File: config.mk
export PLATFORM = sky130hd
export DESIGN_NAME = fmt_pkt_sink
export DESIGN_NICKNAME = d
export VERILOG_FILES = /design/src/rtl/fmt_pkt_sink.sv
export SDC_FILE = /design/constraint.sdc
export NUM_CORES = 2
export LEC_CHECK = 0
export ABC_AREA = 1
export BUFFER_PORTS_ARGS = -buffer_cell sky130_fd_sc_hd__buf_2
export CELL_PAD_IN_SITES_DETAIL_PLACEMENT = 1
export CELL_PAD_IN_SITES_GLOBAL_PLACEMENT = 2
export CORE_MARGIN = 2
export CORE_UTILIZATION = 46
export CTS_BUF_LIST = sky130_fd_sc_hd__clkbuf_8
export CTS_CLUSTER_DIAMETER = 80
export DETAILED_ROUTE_END_ITERATION = 10
export PLACE_DENSITY = 0.85
export SLEW_MARGIN = 20
export SYNTH_ARGS = -nofsm -noshare
export SYNTH_HDL_FRONTEND = slang
export SYNTH_SLANG_ARGS = --single-unit
File: constraint.sdc
create_clock -name clk -period 7.43 [get_ports clk]
set_input_delay 1.486 -clock clk [delete_from_list [all_inputs] [get_ports clk]]
set_output_delay 1.486 -clock clk [all_outputs]
set_load 0.05 [all_outputs]
File: src/rtl/fmt_pkt_sink.sv
// Formatter packet sink: grants on free space, buffers beats, and releases
// only fully committed packets on a valid/ready word stream.
module fmt_pkt_sink #(
  parameter int DEPTH = 64
) (
  input  logic        clk,
  input  logic        rstn,
  input  logic        fmt_req,
  input  logic [1:0]  fmt_chid,
  input  logic [4:0]  fmt_length,
  output logic        fmt_grant,
  input  logic        fmt_start,
  input  logic        fmt_end,
  input  logic [31:0] fmt_data,
  output logic        out_valid,
  input  logic        out_ready,
  output logic [31:0] out_data,
  output logic [1:0]  out_chid,
  output logic        out_last,
  output logic        err_proto,
  output logic [15:0] pkt_cnt,
  output logic [7:0]  drop_cnt
);

  localparam int AW = $clog2(DEPTH);
  localparam int PW = AW + 1;

  typedef enum logic [1:0] {
    S_IDLE,
    S_GRANT,
    S_FIRST,
    S_BODY
  } state_e;

  state_e         state_q, state_d;
  logic [PW-1:0]  wr_ptr_q, wr_ptr_d;
  logic [PW-1:0]  cmt_ptr_q, cmt_ptr_d;
  logic [PW-1:0]  rd_ptr_q, rd_ptr_d;
  logic [1:0]     chid_q, chid_d;
  logic [4:0]     len_q, len_d;
  logic [4:0]     beat_q, beat_d;
  logic           grant_q, grant_d;
  logic           err_q, err_d;
  logic [15:0]    pkt_cnt_q, pkt_cnt_d;
  logic [7:0]     drop_cnt_q, drop_cnt_d;

  logic [34:0]    mem_q [DEPTH];
  logic [34:0]    rd_word;
  logic [PW-1:0]  used;
  logic [PW-1:0]  free;
  logic [4:0]     beat_nx;
  logic           rd_fire;
  logic           wr_en;
  logic           wr_last;
  logic           commit;
  logic           proto_err;

  assign used      = wr_ptr_q - rd_ptr_q;
  assign free      = PW'(DEPTH) - used;
  assign beat_nx   = beat_q + 5'd1;
  assign out_valid = (rd_ptr_q != cmt_ptr_q);
  assign rd_fire   = out_valid & out_ready;
  assign rd_word   = mem_q[rd_ptr_q[AW-1:0]];

  // Hide stale RAM contents so every output reads 0 when nothing is valid.
  assign out_data  = out_valid ? rd_word[31:0]  : '0;
  assign out_chid  = out_valid ? rd_word[33:32] : '0;
  assign out_last  = out_valid & rd_word[34];
  assign fmt_grant = grant_q;
  assign err_proto = err_q;
  assign pkt_cnt   = pkt_cnt_q;
  assign drop_cnt  = drop_cnt_q;

  always_comb begin
    state_d    = state_q;
    wr_ptr_d   = wr_ptr_q;
    cmt_ptr_d  = cmt_ptr_q;
    rd_ptr_d   = rd_ptr_q + PW'(rd_fire);
    chid_d     = chid_q;
    len_d      = len_q;
    beat_d     = beat_q;
    grant_d    = 1'b0;
    err_d      = 1'b0;
    pkt_cnt_d  = pkt_cnt_q;
    drop_cnt_d = drop_cnt_q;
    wr_en      = 1'b0;
    wr_last    = 1'b0;
    commit     = 1'b0;
    proto_err  = 1'b0;

    unique case (state_q)
      S_IDLE: begin
        if (fmt_req) begin
          if (fmt_length == 5'd0) begin
            proto_err = 1'b1;
          end else if (free >= PW'(fmt_length)) begin
            chid_d  = fmt_chid;
            len_d   = fmt_length;
            grant_d = 1'b1;
            state_d = S_GRANT;
          end
        end
      end
      S_GRANT: begin
        state_d = S_FIRST;
      end
      S_FIRST: begin
        if (!fmt_start || fmt_req) begin
          proto_err = 1'b1;
        end else if (len_q == 5'd1) begin
          if (fmt_end) commit = 1'b1;
          else         proto_err = 1'b1;
        end else if (fmt_end) begin
          proto_err = 1'b1;
        end else begin
          wr_en   = 1'b1;
          beat_d  = 5'd1;
          state_d = S_BODY;
        end
      end
      S_BODY: begin
        if (fmt_start) begin
          proto_err = 1'b1;
        end else if (fmt_end != (beat_nx == len_q)) begin
          proto_err = 1'b1;
        end else begin
          wr_en  = 1'b1;
          beat_d = beat_nx;
          commit = fmt_end;
        end
      end
    endcase

    if (wr_en || commit) begin
      wr_ptr_d = wr_ptr_q + PW'(1);
    end
    if (commit) begin
      wr_last   = 1'b1;
      cmt_ptr_d = wr_ptr_q + PW'(1);
      pkt_cnt_d = pkt_cnt_q + 16'd1;
      state_d   = S_IDLE;
    end
    // Uncommitted beats vanish by pulling the write pointer back.
    if (proto_err) begin
      err_d    = 1'b1;
      wr_ptr_d = cmt_ptr_q;
      state_d  = S_IDLE;
      if (drop_cnt_q != 8'hff) drop_cnt_d = drop_cnt_q + 8'd1;
    end
  end

  always_ff @(posedge clk) begin
    if (!rstn) begin
      state_q    <= S_IDLE;
      wr_ptr_q   <= '0;
      cmt_ptr_q  <= '0;
      rd_ptr_q   <= '0;
      chid_q     <= '0;
      len_q      <= '0;
      beat_q     <= '0;
      grant_q    <= 1'b0;
      err_q      <= 1'b0;
      pkt_cnt_q  <= '0;
      drop_cnt_q <= '0;
    end else begin
      state_q    <= state_d;
      wr_ptr_q   <= wr_ptr_d;
      cmt_ptr_q  <= cmt_ptr_d;
      rd_ptr_q   <= rd_ptr_d;
      chid_q     <= chid_d;
      len_q      <= len_d;
      beat_q     <= beat_d;
      grant_q    <= grant_d;
      err_q      <= err_d;
      pkt_cnt_q  <= pkt_cnt_d;
      drop_cnt_q <= drop_cnt_d;
    end
  end

  always_ff @(posedge clk) begin
    if (wr_en || commit) begin
      mem_q[wr_ptr_q[AW-1:0]] <= {wr_last, chid_q, fmt_data};
    end
  end

endmodule
After elaboration in Yosys (flattened, before gate mapping)
Memories as Yosys holds them, arrays and structs flattened. A register that Yosys moved wholly into a read port is not among the register bits.
Index checks and enable logic that the tools add are counted.
- reductions and logical operators: 14
- bitwise gates (word level): 6
- $add $sub $neg: 7
- equality and inequality tests: 16
- magnitude comparators: 1
- muxes and demuxes: 42
- operators by type and width (cell ; count):
    2-to-1 mux 32 bit ; 1
    2-to-1 mux 5 bit ; 5
    2-to-1 mux 1 bit ; 21
    adder 16 x 1 -> 16 bit (second input constant) ; 1
    inequality test 2 bit (second input constant) ; 8
    2-to-1 mux 2 bit ; 7
    2-to-1 mux 7 bit ; 2
    one-hot mux 5 bit (2 select lines) ; 1
    adder 8 x 1 -> 8 bit (second input constant) ; 1
    inequality test 8 bit (second input constant) ; 1
    adder 7 x 1 -> 7 bit ; 1
    adder 7 x 1 -> 7 bit (second input constant) ; 1
    greater-or-equal comparator 7 x 5 -> 1 bit ; 1
    inequality test 7 bit ; 1
    AND reduction 7 bit ; 1
    subtractor 7 bit ; 1
    subtractor 7 bit (first input constant) ; 1
    2-to-1 mux 6 bit ; 1
    one-hot mux 2 bit (3 select lines) ; 1
    AND reduction 6 bit ; 1
    adder 5 x 1 -> 5 bit (second input constant) ; 1
    == test 5 x 1 -> 1 bit (second input constant) ; 1
    == test 5 bit ; 1
    logical NOT 5 bit ; 1
    16 further kinds ; 24
- RAM bits: 2240
- logic and storage cells: 98
- memories kept: 1
- flip-flop bits (word level): 61
- memory list (name ; depth ; width ; rd ports ; clocked after Yosys merged registers in ; write ports ; line ; source):
    mem_q ; 64 ; 35 ; 1 ; 1 ; 1 ; 47 ; logic [34:0] mem_q [DEPTH];

Logic depth before layout (Yosys ltp)
- depth in word-level cells: 9
- mapped depth: 24
- gate-level depth less buffers: 18

Worst setup path after synthesis
No wires, ideal clock.
- path kind: input to register
- from: input port fmt_end
- to: memory mem_q[51][0] (enable)
- stages on the path: 7
- slack: 1.052 ns
- setup time: 0.515 ns
- data arrival time: 5.864 ns
- buffers on the path: 1
- cell sequence: ha_1 > nor3_1 > nor3_1 > inv_1 > buf_2 > nand2_1 > nor4_1
- word-level cells in the longest chain between the ends: 7
- ends and longest elaborated chain (element ; line ; source):
    start, declared ; 13 ; input logic fmt_end,
    inequality test 1 bit, or another cell as far along ; 124 ; end else if (fmt_end != (beat_nx == len_q)) begin
    2-to-1 mux 1 bit (on tied branches) ; 124, 110 ;
    2-to-1 mux 1 bit (on tied branches) ; 122, 108 ;
    one-hot mux 1 bit (2 select lines) ; 91 ; unique case (state_q)
    logical OR 1 bit * ; 181 ; if (wr_en || commit) begin
    2-to-1 mux 1 bit * ; 181 ;
    2-to-1 mux 1 bit (not written as such) * ; 182 ; mem_q[wr_ptr_q[AW-1:0]] <= {wr_last, chid_q, fmt_data};
    end, declared ; 47 ;
Every way passes the cells marked *; elsewhere a longest branch is shown, timed or not.

Final worst setup path
- from: register rd_ptr_q[0]
- to: output port out_data[29]
- word-level cells in the longest chain between the ends: 2
- ends and longest elaborated chain (element ; line ; source):
    start, declared ; 38 ; logic [PW-1:0] rd_ptr_q, rd_ptr_d;
    start signal, assigned ; 169 ; rd_ptr_q <= rd_ptr_d;
    inequality test 7 bit ; 61 ; assign out_valid = (rd_ptr_q != cmt_ptr_q);
    2-to-1 mux 32 bit ; 66 ; assign out_data = out_valid ? rd_word[31:0] : '0;
    end, declared ; 17 ; output logic [31:0] out_data,
Every way passes these cells.

==> impl_metrics.tcl <==
set metrics [dict create \
    status "finished, final reports clean" \
    worstMarginPinSlew_ns 1.14 \
    fp-row-count 164 \
    comb_power_share_pct 11.0 \
    cts.sinks 2301 \
    crit_buf_inv 3 \
    dieArea_um2 205000 \
    vias 63307 \
    final_nets 7762 \
    crit_path_top_delay_cell "dfxtp_4" \
    drive_above_1_share_pct 10.1 \
    p_seq_share_pct 52.3 \
    post-synth-top-area-cell "edfxtp_1" \
    critPathKind "reg -> out" \
    clkTransAtPathRegs_ns 0.06 \
    post-route-util_pct 51.6 \
    tns_ns 0 \
    die_h_um 453 \
    final.setup_skew_ns 0.0621 \
    drtPass1Iterations 6 \
    grt_pass1_vias 65361 \
    slew_violations 0 \
    p_clk_share_pct 36.8 \
    cts_setup_buffers 0 \
    path_cells "buf_4 > buf_4 > nor2_1 > nor2_1 > o21ai_0 > a21oi_1 > nor2_1 > nand2_1 > nand3_1 > a21oi_1 > buf_2" \
    cp_top_family "buffers and inverters" \
    clockBufferDepth 4 \
    drtIter0Drc 7428 \
    p_sw_w 0.00752 \
    rsz0062_at_grt "false" \
    drt-vias-per-instance 5.96 \
    p_sw_share_pct 27.2 \
    pin_count 107 \
    cts_buffers 393 \
    worstPathRequired_ns 5.94 \
    fillers 20438 \
    grt_pass1_wl_um 433000 \
    antenna_found_initial 10 \
    holdBufCountCts 0 \
    crit_fanout 51 \
    min_period_ns 6.79 \
    dieWidth_um 453 \
    p_per_area_nw_per_um2 267 \
    end_kind "primary output" \
    hp-class "reg -> reg" \
    vdd_drop_max_mv 0.149 \
    htreeDepth 5 \
    synth_seq_area_share_pct 73.9 \
    fin_crit_sh_pct 91.4 \
    p_int_w 0.0201 \
    worstSetupStartpointType "flip-flop" \
    leakage_nw 34.9 \
    root_buffer "clkbuf_8" \
    grt_max_degree 221 \
    finalHoldViolations 0 \
    yosysTopAreaCellShare_pct 72.6 \
    arrival_ns 5.30 \
    syn_to_final_growth_pct 11.5 \
    maxCapViolCount 0 \
    place_ws_ns 1.78 \
    yosys_warnings 0 \
    postSynthCellCount 7508 \
    netlist_top_cells_area "edfxtp_1 (73%), nor2_1 (6.8%), o21ai_0 (6.2%)" \
    place_congestion 0.864 \
    grtUsageTotal_pct 28.5 \
    hpwl_um 164000 \
    syn-num-nets 7584 \
    post_cts_resized 0 \
    overflow 0 \
    max-slew-margin-rel_pct 24.0 \
    netlist-cell-type-count 38 \
    syn_area_um2 92700 \
    fmax_ghz 0.147 \
    drt-total-wl_um 294000 \
    fin_ws_ns 0.642 \
    critPathMaxStageDelay_ns 0.88 \
    setup_viol 0 \
    crit_path_frequent_cell "nor2_1" \
    core_area_um2 200000 \
    clkLatencyLatePin_ns 1.10 \
    ant_nets 0 \
    route.detailed.drc 0 \
    synth_area_per_cell_um2 12.3 \
    cts_tree "built" \
    initial_core_util_pct 46.3 \
    port_buffers 106 \
    wire_per_inst_um 27.7 \
    synth_seq_cells 2301 \
]
[layout by cell type (no fill, tap or decap), types with 3 or more instances in the layout]
cell and instances:
buf_4 134, nor2_1 1631, edfxtp_1 2240, buf_12 35, buf_2 83, ha_1 30, xor2_1 14, diode_2 4
nand2_1 639, nand3_1 318, a21oi_1 142, o21ai_0 1152, bufinv_16 4, a21oi_2 10, o22ai_1 116, dfxtp_4 6
nor3_1 14, dfxtp_1 55, o211ai_1 266, inv_1 300, clkinv_2 23, buf_16 13, nand4_1 16, nor2_4 61
clkbuf_8 399, nor4_2 3, or2_2 11, clkinv_1 90, a31oi_1 8, clkinvlp_4 8, inv_2 5, inv_6 5
xnor2_1 11, o21ai_1 99
[logic make-up after synthesis]
kind of cell / count (synthesis) / share of synthesized area, %
adder cells (fa/ha/maj): 31 / 0.427
buffers and inverters: 653 / 3.28
flip-flops: 2301 / 73.9
XOR/XNOR: 25 / 0.236
AND/OR/NAND/NOR: 2702 / 11.5
AO/OA/AOI/OAI: 1796 / 10.6
[cell type report]
cell class | instances | area [µm²] | area share (%)
flip-flops and latches | 2301 | 68500 | 66.3
clock inverters | 266 | 1170 | 1.13
clock buffers | 399 | 5490 | 5.32
multi-input cells | 4554 | 21600 | 20.9
well taps | 2656 | 3320 | 3.22
diodes | 4 | 10.0 | 0.00969
repair buffers | 265 | 2480 | 2.40
inverters | 171 | 681 | 0.659
[per-layer routing]
metal / vias up / track usage [%] / wire length [µm]
met5: - / 0 / 0
li1: 27422 / - / -
met3: 460 / 4.66 / 24800
met2: 2771 / 44.8 / 137000
met4: 0 / 9.81 / 9830
met1: 32654 / 40.2 / 123000
[flip-flops by register name, indices dropped and copies added (netlist names)]
signal / flops
beat_q: 5
chid_q: 2
err_proto: 1
mem_q: 2240
cmt_ptr_q: 7
drop_cnt: 8
fmt_grant: 1
rd_ptr_q: 7
pkt_cnt: 16
state_q: 2
wr_ptr_q: 7
len_q: 5
[per-stage QoR]
| step | std cells | instance area, µm² | hold WS, ns | total power [W] |
|---|---|---|---|---|
| CTS | 10612 | 103000 | 0.476 | 0.0277 |
| floorplan | 7508 | 92700 | 0.453 | 0.0165 |
| detailed placement | 9947 | 96600 | 0.474 | 0.0177 |
| finish | 10616 | 103000 | 0.475 | 0.0276 |
| global placement | 9917 | 95900 | 0.464 | 0.0176 |
| global route | 10614 | 103000 | 0.495 | 0.0285 |
[power groups by stage]
stage / clock [W] / combinational, W / sequential (W)
finish: 0.0101 / 0.00302 / 0.0144
global route: 0.0108 / 0.00328 / 0.0144
CTS: 0.0103 / 0.00300 / 0.0144
detailed placement: 0 / 0.00299 / 0.0147
global placement: 0 / 0.00288 / 0.0147
floorplan: 0 / 0.00186 / 0.0147
[final timing paths]
kind,from,endpoint,slack [ns],cells past startpoint
worst min register to register,chid_q[1],mem_q[28][33],0.47,0
worst max-delay path,rd_ptr_q[0],out_data[29],0.64,11
worst max register to register,beat_q[0],mem_q[48][4],2.70,13
worst min-delay path,chid_q[1],mem_q[28][33],0.47,0
[cells in the mapped netlist]
cell type / count
nand2_1: 640
nor4_4: 1
nor3b_1: 1
xor2_1: 14
o21bai_1: 1
clkbuf_1: 227
buf_2: 101
buf_8: 2
a211oi_1: 2
nor4_1: 4
a21oi_1: 142
clkinv_1: 2
buf_6: 25
a31oi_1: 8
clkbuf_2: 2
o22ai_1: 116
nor3_1: 16
nor2_2: 1
nor2_1: 1691
nand3_1: 318
o21ai_1: 99
edfxtp_1: 2240
a21oi_2: 10
fa_1: 1
dfxtp_1: 61
nand4_1: 16
buf_1: 58
buf_4: 67
inv_1: 161
o211ai_1: 266
or2_2: 11
o21ai_0: 1152
inv_2: 7
ha_1: 30
xnor2_1: 11
inv_4: 1
or2_1: 1
nand3b_1: 2
Note: power is estimated with default switching activity, not from simulation.
